[config.mk]
export PLATFORM = sky130hd
export DESIGN_NAME = rom_dl_arbiter
export DESIGN_NICKNAME = d
export VERILOG_FILES = /design/src/rtl/rom_dl_pkg.sv /design/src/rtl/rom_dl_rdpipe.sv /design/src/rtl/rom_dl_arbiter.sv
export SDC_FILE = /design/constraint.sdc
export NUM_CORES = 1
export LEC_CHECK = 0
export CAP_MARGIN = 20
export CORE_MARGIN = 10
export CORE_UTILIZATION = 40
export DETAILED_ROUTE_END_ITERATION = 7
export PLACE_DENSITY = 0.74
export SETUP_SLACK_MARGIN = 0.05
export SLEW_MARGIN = 20
export SYNTH_ARGS = -nofsm -noshare
export SYNTH_HDL_FRONTEND = slang
export SYNTH_HIERARCHICAL = 1
export SYNTH_SLANG_ARGS = --single-unit
[constraint.sdc]
create_clock -name clk_sys -period 3.8 [get_ports clk_sys]
set_input_delay 0.76 -clock clk_sys [delete_from_list [all_inputs] [get_ports clk_sys]]
set_output_delay 0.76 -clock clk_sys [all_outputs]
set_load 0.01 [all_outputs]
[src/rtl/rom_dl_pkg.sv]
// Shared types and constants for the Galaga ROM download arbiter.
package rom_dl_pkg;

    typedef enum logic [1:0] {
        BOOT,
        DL,
        HOLD,
        RUN
    } state_t;

    localparam int ROM_BYTES_DEF   = 'h10000;
    localparam int HOLD_CYCLES_DEF = 16;

    // Cycles from game_req to game_valid: address register, ROM, capture register.
    localparam int RD_PIPE_DEPTH = 3;

endpackage

[src/rtl/rom_dl_rdpipe.sv]
// Game read return path: valid shift register tracking the ROM latency,
// with squash, plus the game_rdata capture register.
module rom_dl_rdpipe
    import rom_dl_pkg::*;
#(
    parameter int DW = 8
) (
    input  logic          clk_sys,
    input  logic          reset_n,
    input  logic          req,
    input  logic          squash,
    input  logic [DW-1:0] mem_rdata,
    output logic [DW-1:0] rdata,
    output logic          valid
);

    logic [RD_PIPE_DEPTH-2:0] vld_sr;

    // NOTE: sequential state uses non-blocking assignments so every register
    // samples pre-edge values; blocking here would collapse the shift stages.
    always_ff @(posedge clk_sys or negedge reset_n) begin
        if (!reset_n) begin
            vld_sr <= '0;
            valid  <= 1'b0;
            rdata  <= '0;
        end else if (squash) begin
            vld_sr <= '0;
            valid  <= 1'b0;
        end else begin
            vld_sr <= {vld_sr[RD_PIPE_DEPTH-3:0], req};
            valid  <= vld_sr[RD_PIPE_DEPTH-2];
            if (vld_sr[RD_PIPE_DEPTH-2]) begin
                rdata <= mem_rdata;
            end
        end
    end

endmodule

[src/rtl/rom_dl_arbiter.sv]
// Single-port ROM owner for the Galaga core: arbitrates HPS download writes
// against game reads and sequences game_reset around downloads.
module rom_dl_arbiter
    import rom_dl_pkg::*;
#(
    parameter int AW          = 17,
    parameter int DW          = 8,
    parameter int ROM_BYTES   = ROM_BYTES_DEF,
    parameter int HOLD_CYCLES = HOLD_CYCLES_DEF
) (
    input  logic          clk_sys,
    input  logic          reset_n,
    input  logic          dl_active,
    input  logic          dl_wr,
    input  logic [AW-1:0] dl_addr,
    input  logic [DW-1:0] dl_data,
    input  logic          game_req,
    input  logic [AW-1:0] game_addr,
    output logic [DW-1:0] game_rdata,
    output logic          game_valid,
    output logic          game_reset,
    output logic [AW-1:0] mem_addr,
    output logic          mem_we,
    output logic [DW-1:0] mem_wdata,
    input  logic [DW-1:0] mem_rdata,
    output logic          dl_done,
    output logic          dl_oor,
    output logic [AW:0]   dl_count
);

    localparam logic [AW:0] ROM_LIMIT = ROM_BYTES[AW:0];
    localparam logic [7:0]  HOLD_LOAD = 8'(HOLD_CYCLES - 1);
    localparam logic [AW:0] COUNT_MAX = '1;

    state_t     state, state_nxt;
    logic [7:0] hold_cnt;
    logic       wr_in_range;
    logic       wr_accept;
    logic       wr_drop;
    logic       rd_accept;
    logic       enter_dl;
    logic       squash;

    // NOTE: the default assignment before the case keeps every path driven,
    // so no latch is inferred for state_nxt.
    always_comb begin
        state_nxt = state;
        unique case (state)
            BOOT: if (dl_active) state_nxt = DL;
            DL:   if (!dl_active) state_nxt = HOLD;
            HOLD: begin
                if (dl_active)           state_nxt = DL;
                else if (hold_cnt == '0) state_nxt = RUN;
            end
            RUN:  if (dl_active) state_nxt = DL;
            default: state_nxt = BOOT;
        endcase
    end

    // Writes are taken only while in DL, including the cycle dl_active falls.
    assign wr_in_range = {1'b0, dl_addr} < ROM_LIMIT;
    assign wr_accept   = (state == DL) && dl_wr && wr_in_range;
    assign wr_drop     = (state == DL) && dl_wr && !wr_in_range;
    assign rd_accept   = (state == RUN) && game_req && !dl_active;
    assign enter_dl    = (state_nxt == DL) && (state != DL);
    assign squash      = (state_nxt != RUN);

    always_ff @(posedge clk_sys or negedge reset_n) begin
        if (!reset_n) begin
            state      <= BOOT;
            hold_cnt   <= '0;
            game_reset <= 1'b1;
            dl_done    <= 1'b0;
        end else begin
            state      <= state_nxt;
            game_reset <= (state_nxt != RUN);
            dl_done    <= (state == HOLD) && (state_nxt == RUN);
            if (state == DL && state_nxt == HOLD) begin
                hold_cnt <= HOLD_LOAD;
            end else if (state == HOLD && hold_cnt != '0) begin
                hold_cnt <= hold_cnt - 8'd1;
            end
        end
    end

    // Download owns the port whenever it writes; reads never raise mem_we.
    always_ff @(posedge clk_sys or negedge reset_n) begin
        if (!reset_n) begin
            mem_we    <= 1'b0;
            mem_addr  <= '0;
            mem_wdata <= '0;
        end else begin
            mem_we <= wr_accept;
            if (wr_accept) begin
                mem_addr  <= dl_addr;
                mem_wdata <= dl_data;
            end else if (rd_accept) begin
                mem_addr <= game_addr;
            end
        end
    end

    always_ff @(posedge clk_sys or negedge reset_n) begin
        if (!reset_n) begin
            dl_count <= '0;
            dl_oor   <= 1'b0;
        end else if (enter_dl) begin
            dl_count <= '0;
            dl_oor   <= 1'b0;
        end else begin
            if (wr_accept && dl_count != COUNT_MAX) begin
                dl_count <= dl_count + (AW+1)'(1);
            end
            if (wr_drop) begin
                dl_oor <= 1'b1;
            end
        end
    end

    rom_dl_rdpipe #(
        .DW (DW)
    ) u_rdpipe (
        .clk_sys   (clk_sys),
        .reset_n   (reset_n),
        .req       (rd_accept),
        .squash    (squash),
        .mem_rdata (mem_rdata),
        .rdata     (game_rdata),
        .valid     (game_valid)
    );

endmodule

# Word level (Yosys, flattened, before mapping)
# Index checks and enable logic that the tools add are counted.
[totals] output_inout_bits=56 register_bits=68
[classes] bitwise=1 n_mux=15 eq_ne=9 order_cmp=1 n_addsub=2 reduce_logical=21
[op_table] cell="18-bit 2-to-1 mux" n=2
[op_table] cell="17-bit 2-to-1 mux" n=2
[op_table] cell="18-bit by 1-bit adder with 18-bit output, second input constant" n=1
[op_table] cell="18-bit inequality test, second input constant" n=1
[op_table] cell="17-bit < comparator, second input constant" n=1
[op_table] cell="8-bit 2-to-1 mux" n=2
[op_table] cell="1-bit logical AND" n=10
[op_table] cell="2-bit 2-to-1 mux" n=5
[op_table] cell="2-bit == test, second input constant" n=4
[op_table] cell="8-bit logical NOT" n=1
[op_table] cell="2-bit nonzero test" n=4
[op_table] cell="8-bit nonzero test" n=1
[op_table] cell="8-bit by 1-bit subtractor with 8-bit output, second input constant" n=1
[op_table] cell="2-bit one-hot mux with 3 select lines" n=1
[op_table] cell="2-bit by 1-bit == test with 1-bit output, second input constant" n=2
[op_table] cell="1-bit 2-to-1 mux" n=3
[op_table] cell="1-bit logical NOT" n=2
[op_table] cell="2-bit logical NOT" n=1
[op_table] cell="2-bit by 1-bit inequality test with 1-bit output, second input constant" n=1
[op_table] cell="2-bit inequality test, second input constant" n=1
[op_table] cell="2-bit AND reduction" n=1
[op_table] cell="2-bit OR reduction" n=1
[op_table] cell="1-bit inverter" n=1

# Logic depth before layout (Yosys ltp)
[depth] depth_word=7 depth_mapped=10 ltp_nobuf=9

# Hierarchy
# The synthesis kept the hierarchy.
[modules_own_cells] module="rom_dl_arbiter" area_per_inst_um2=2765.2 n_inst=1 cells_each=297
[modules_own_cells] module="rom_dl_rdpipe" area_per_inst_um2=425.4 n_inst=1 cells_each=23

# Least setup slack after synthesis
# No wires, ideal clock.
[synth_path] path_kind="register to register" start="reg hold_cnt[0]" end="reg u_rdpipe.rdata[0]" setup_ns=0.125 stages_incl_launch_ff=11 n_path_buf=1 setup_slack_ns=1.259 required_ns=3.675 arrival_ns=2.416 cell_sequence="dfrtp_1 > inv_1 > ha_1 > or4bb_4 > o22a_1 > or2_4 > inv_1 > nand2_1 > nor2b_1 > buf_6 > mux2_4"
[synth_between] elab_chain_len=7
[synth_lines] item="start: declaration" line="rom_dl_arbiter.sv:36" source="logic [7:0] hold_cnt;"
[synth_lines] item="start signal: assignment" line="rom_dl_arbiter.sv:81" source="hold_cnt <= hold_cnt - 8'd1;"
[synth_lines] item="8-bit logical NOT" line="rom_dl_arbiter.sv:53" source="else if (hold_cnt == '0) state_nxt = RUN;"
[synth_lines] item="2-bit 2-to-1 mux" line="rom_dl_arbiter.sv:53"
[synth_lines] item="2-bit 2-to-1 mux" line="rom_dl_arbiter.sv:52" source="if (dl_active) state_nxt = DL;"
[synth_lines] item="2-bit one-hot mux with 3 select lines" line="rom_dl_arbiter.sv:48" source="unique case (state)"
[synth_lines] item="net state_nxt[0]" line="rom_dl_arbiter.sv:35" source="state_t state, state_nxt;"
[synth_lines] item="2-bit inequality test" line="rom_dl_arbiter.sv:66" source="assign squash = (state_nxt != RUN);"
[synth_lines] item="net squash" line="rom_dl_arbiter.sv:42" source="logic squash;"
[synth_lines] item="1-bit inverter (no line)"
[synth_lines] item="2-bit AND reduction (no line)"
[synth_lines] item="end signal: assignment" line="rom_dl_rdpipe.sv:33" source="rdata <= mem_rdata;"
[synth_lines] item="end: declaration" line="rom_dl_rdpipe.sv:13" source="output logic [DW-1:0] rdata,"
# The timed path passes the listed nets, and every way through them passes these cells.
# A chain may end at the register's enable or synchronous reset.

# Worst setup path after layout
[layout_path] start="reg hold_cnt[0]" end="reg u_rdpipe.rdata[5]"
# The elaborated chain is that of the path after synthesis.

==> impl_results.md <==
* Status: finished, final reports clean
* WP data required at 4.02 ns
* Max-Cap Viols at 0
* Asr flop ratio synth at 100%
* Setup Skew at 0.00884 ns
* GRT Overall Usage at 14.8%
* Vias post-DR at 2837
* Core region area at 7730 um^2
* Max-slew violations at 0
* Share of post-route cells with drive strength above 1 at 9.09%
* Worst hold margin at 0.415 ns
* Yosys cell types at 51
* Initial core utilization at 41.3%
* Routability congestion estimate at 0.822
* CTS root buf: clkbuf_8
* WP buf/inv at 3
* Most Frequent Cell on Critical Path: inv_1
* Period utilisation layout at 72.3%
* F_max at 364 MHz
* Routed Antenna Nets at 0
* Commonest non-fill, non-tap cell in the layout: clkdlybuf4s50_1
* Crit path capture type: register
* Post-synth EDFFs at 0
* WL/cell at 16.4 um
* Final hold vios at 0
* Drt pass-1 iters at 6
* Routed vias/inst at 5.23
* Critical Path AT at 2.96 ns
* CP Max Fanout at 9
* Initial antenna violation count at 0
* TritonCTS buffer count at 9
* VDD IR-drop max at 0.310 mV
* Crit path max-delay family: simple AND/OR/NAND/NOR gates
* Final setup viols at 0
* LEAKAGE at 2.02 nW
* Syn avg cell area at 9.97 um^2
* Post-Route Setup TNS at 0 ns
* Register area share after synthesis at 53.4%
* CTS tree: built
* RSZ-0062 raised after global routing: no
* Skew-Pair Late Insertion Delay at 0.34 ns
* RR Startpoint: hold_cnt[0]
* HP Class: input pin to async pin
* Vias in the first global route at 2797
* PostCTS Resize Cnt at 0
* Setup WS post-layout at 1.05 ns
* Final net count at 496
* Clock-pin slew on the worst setup and hold paths at 0.07 ns
* Cell area after synthesis at 3190 um^2
* FF-to-FF setup slack at 1.05 ns
* Final Critical Period at 2.75 ns
* Hold-fix buffers, CTS at 0
* Largest net degree at the start of global routing at 47
* CP max stage cell: or4bb_4
* Pre-CTS setup slack at 0.898 ns
* DP HPWL at 6690 um
* Total Wirelength at 8910 um
* Critical Path, Cell by Cell: inv_1, ha_1, or4bb_4, o22a_1, or2_4, inv_1, nand2_1, nor2b_1, buf_4, mux2_4
* Cells after Synth at 320
* Area grow syn2layout at 45.0%
* Die Y at 109 um
* Most frequent cells in the layout: clkdlybuf4s50_1, nand2_1, dfrtp_1
* Max stage delay on crit path at 0.58 ns
* Slew @ Worst Pin at 0.746 ns
* Residual DRC count at 0
* N_diodes at 0
* H-tree levels at 3
* Clock sinks at 68
* Worst r2r dst: u_rdpipe/rdata[5]
* Syn nets at 381
* Startpoint types: register
* Worst r2r path cells at 10
* Power Dens Cells at 589 nW/um^2
* Max_slew headroom at 49.9%
* Site Rows at 32
* First-pass GRT wire length at 14000 um
* Iter 0 DRT Violations at 89
* Port Buffers at 110
* Crit Path Class: register to register
* Ys flop type: dfrtp_1
* CTS max path bufs at 2
* #FFs+latches synth at 68
* Die footprint at 11900 um^2
* Ports at 111
* Setup Buffers After CTS at 0
* Number of synthesis warnings at 6
* GRT overflow at 0
* Chip width at 109 um
[layer usage]
| layer | GRT usage, % | routed length, um | vias up |
|---|---|---|---|
| met5 | 0 | 0 | - |
| li1 | - | - | 1352 |
| met1 | 17.9 | 3730 | 1390 |
| met2 | 25.0 | 4540 | 83 |
| met4 | 5.76 | 146 | 0 |
| met3 | 3.39 | 490 | 12 |
[metrics by stage]
step	instance area, um^2	utilization (%)	cells	total power (W)
after detailed placement	4400	56.9	526	0.00208
after floorplan	3190	-	320	0.00156
after global routing	4630	59.9	542	0.00290
after CTS	4620	59.8	542	0.00276
final	4630	59.9	542	0.00272
after global placement	4400	56.9	526	0.00206
[worst max-delay path by stage]
| stage | slack, ns | end | from | cells after the start |
|---|---|---|---|---|
| after detailed placement | 0.90 | dl_count[5] | dl_addr[16] | 7 |
| final | 1.05 | u_rdpipe/rdata[5] | hold_cnt[0] | 10 |
| after global placement | 0.98 | dl_count[5] | dl_addr[16] | 7 |
| after global routing | 0.87 | u_rdpipe/rdata[5] | state[0] | 9 |
| after CTS | 1.03 | u_rdpipe/rdata[5] | state[0] | 10 |
| after floorplan | 1.26 | u_rdpipe/rdata[0] | hold_cnt[0] | 10 |
[kinds of logic (layout without fill, tap and decap cells)]
kind of cell	Yosys count	in the layout	synth area share, %
XOR/XNOR	8	8	2.20
multiplexers	11	11	4.71
AND/OR/NAND/NOR	152	152	23.1
AO/OA/AOI/OAI	55	55	11.7
adder cells (fa/ha/maj)	6	6	2.35
buffers and inverters	20	140	2.63
flip-flops	68	68	53.4
[cells in the mapped netlist, types with 4 or more instances]
cell type  count  area share, %
nor3_1         5           0.78
o21ai_0       10            1.6
nor2b_1        4           0.78
clkbuf_1       7           0.82
nand3_1       12            1.9
mux2_4         8            3.8
inv_1          9            1.1
nand2_1       74            8.7
nand4_1        4           0.78
a21oi_1        6           0.94
nor2_1        30            3.5
ha_1           6            2.4
dfrtp_1       67             53
a31oi_1       17            3.3
and3_1         4           0.78
xor2_1         5            1.4
o211ai_1       6            1.4
[sequential cells by signal, indices dropped and copies added (netlist names)]
register	flops
state	2
mem_we	1
dl_count	18
u_rdpipe/vld_sr	2
mem_wdata	8
game_reset	1
hold_cnt	8
dl_done	1
u_rdpipe/rdata	8
mem_addr	17
u_rdpipe/valid	1
dl_oor	1
[power breakdown]
group | internal (W) | switching, W
logic | 0.000511 | 0.000494
registers | 0.000922 | 0.000134
clock network | 0.000387 | 0.000274
[cell type report]
type / count / area, um^2
Fill cell: 654 / 3100
Sequential cell: 68 / 1700
Multi-Input combinational cell: 232 / 1400
Timing Repair Buffer: 114 / 1130
Clock buffer: 10 / 138
Tap cell: 102 / 128
Clock inverter: 6 / 87.6
Inverter: 10 / 37.5
Power figures use the tool's default switching activity.
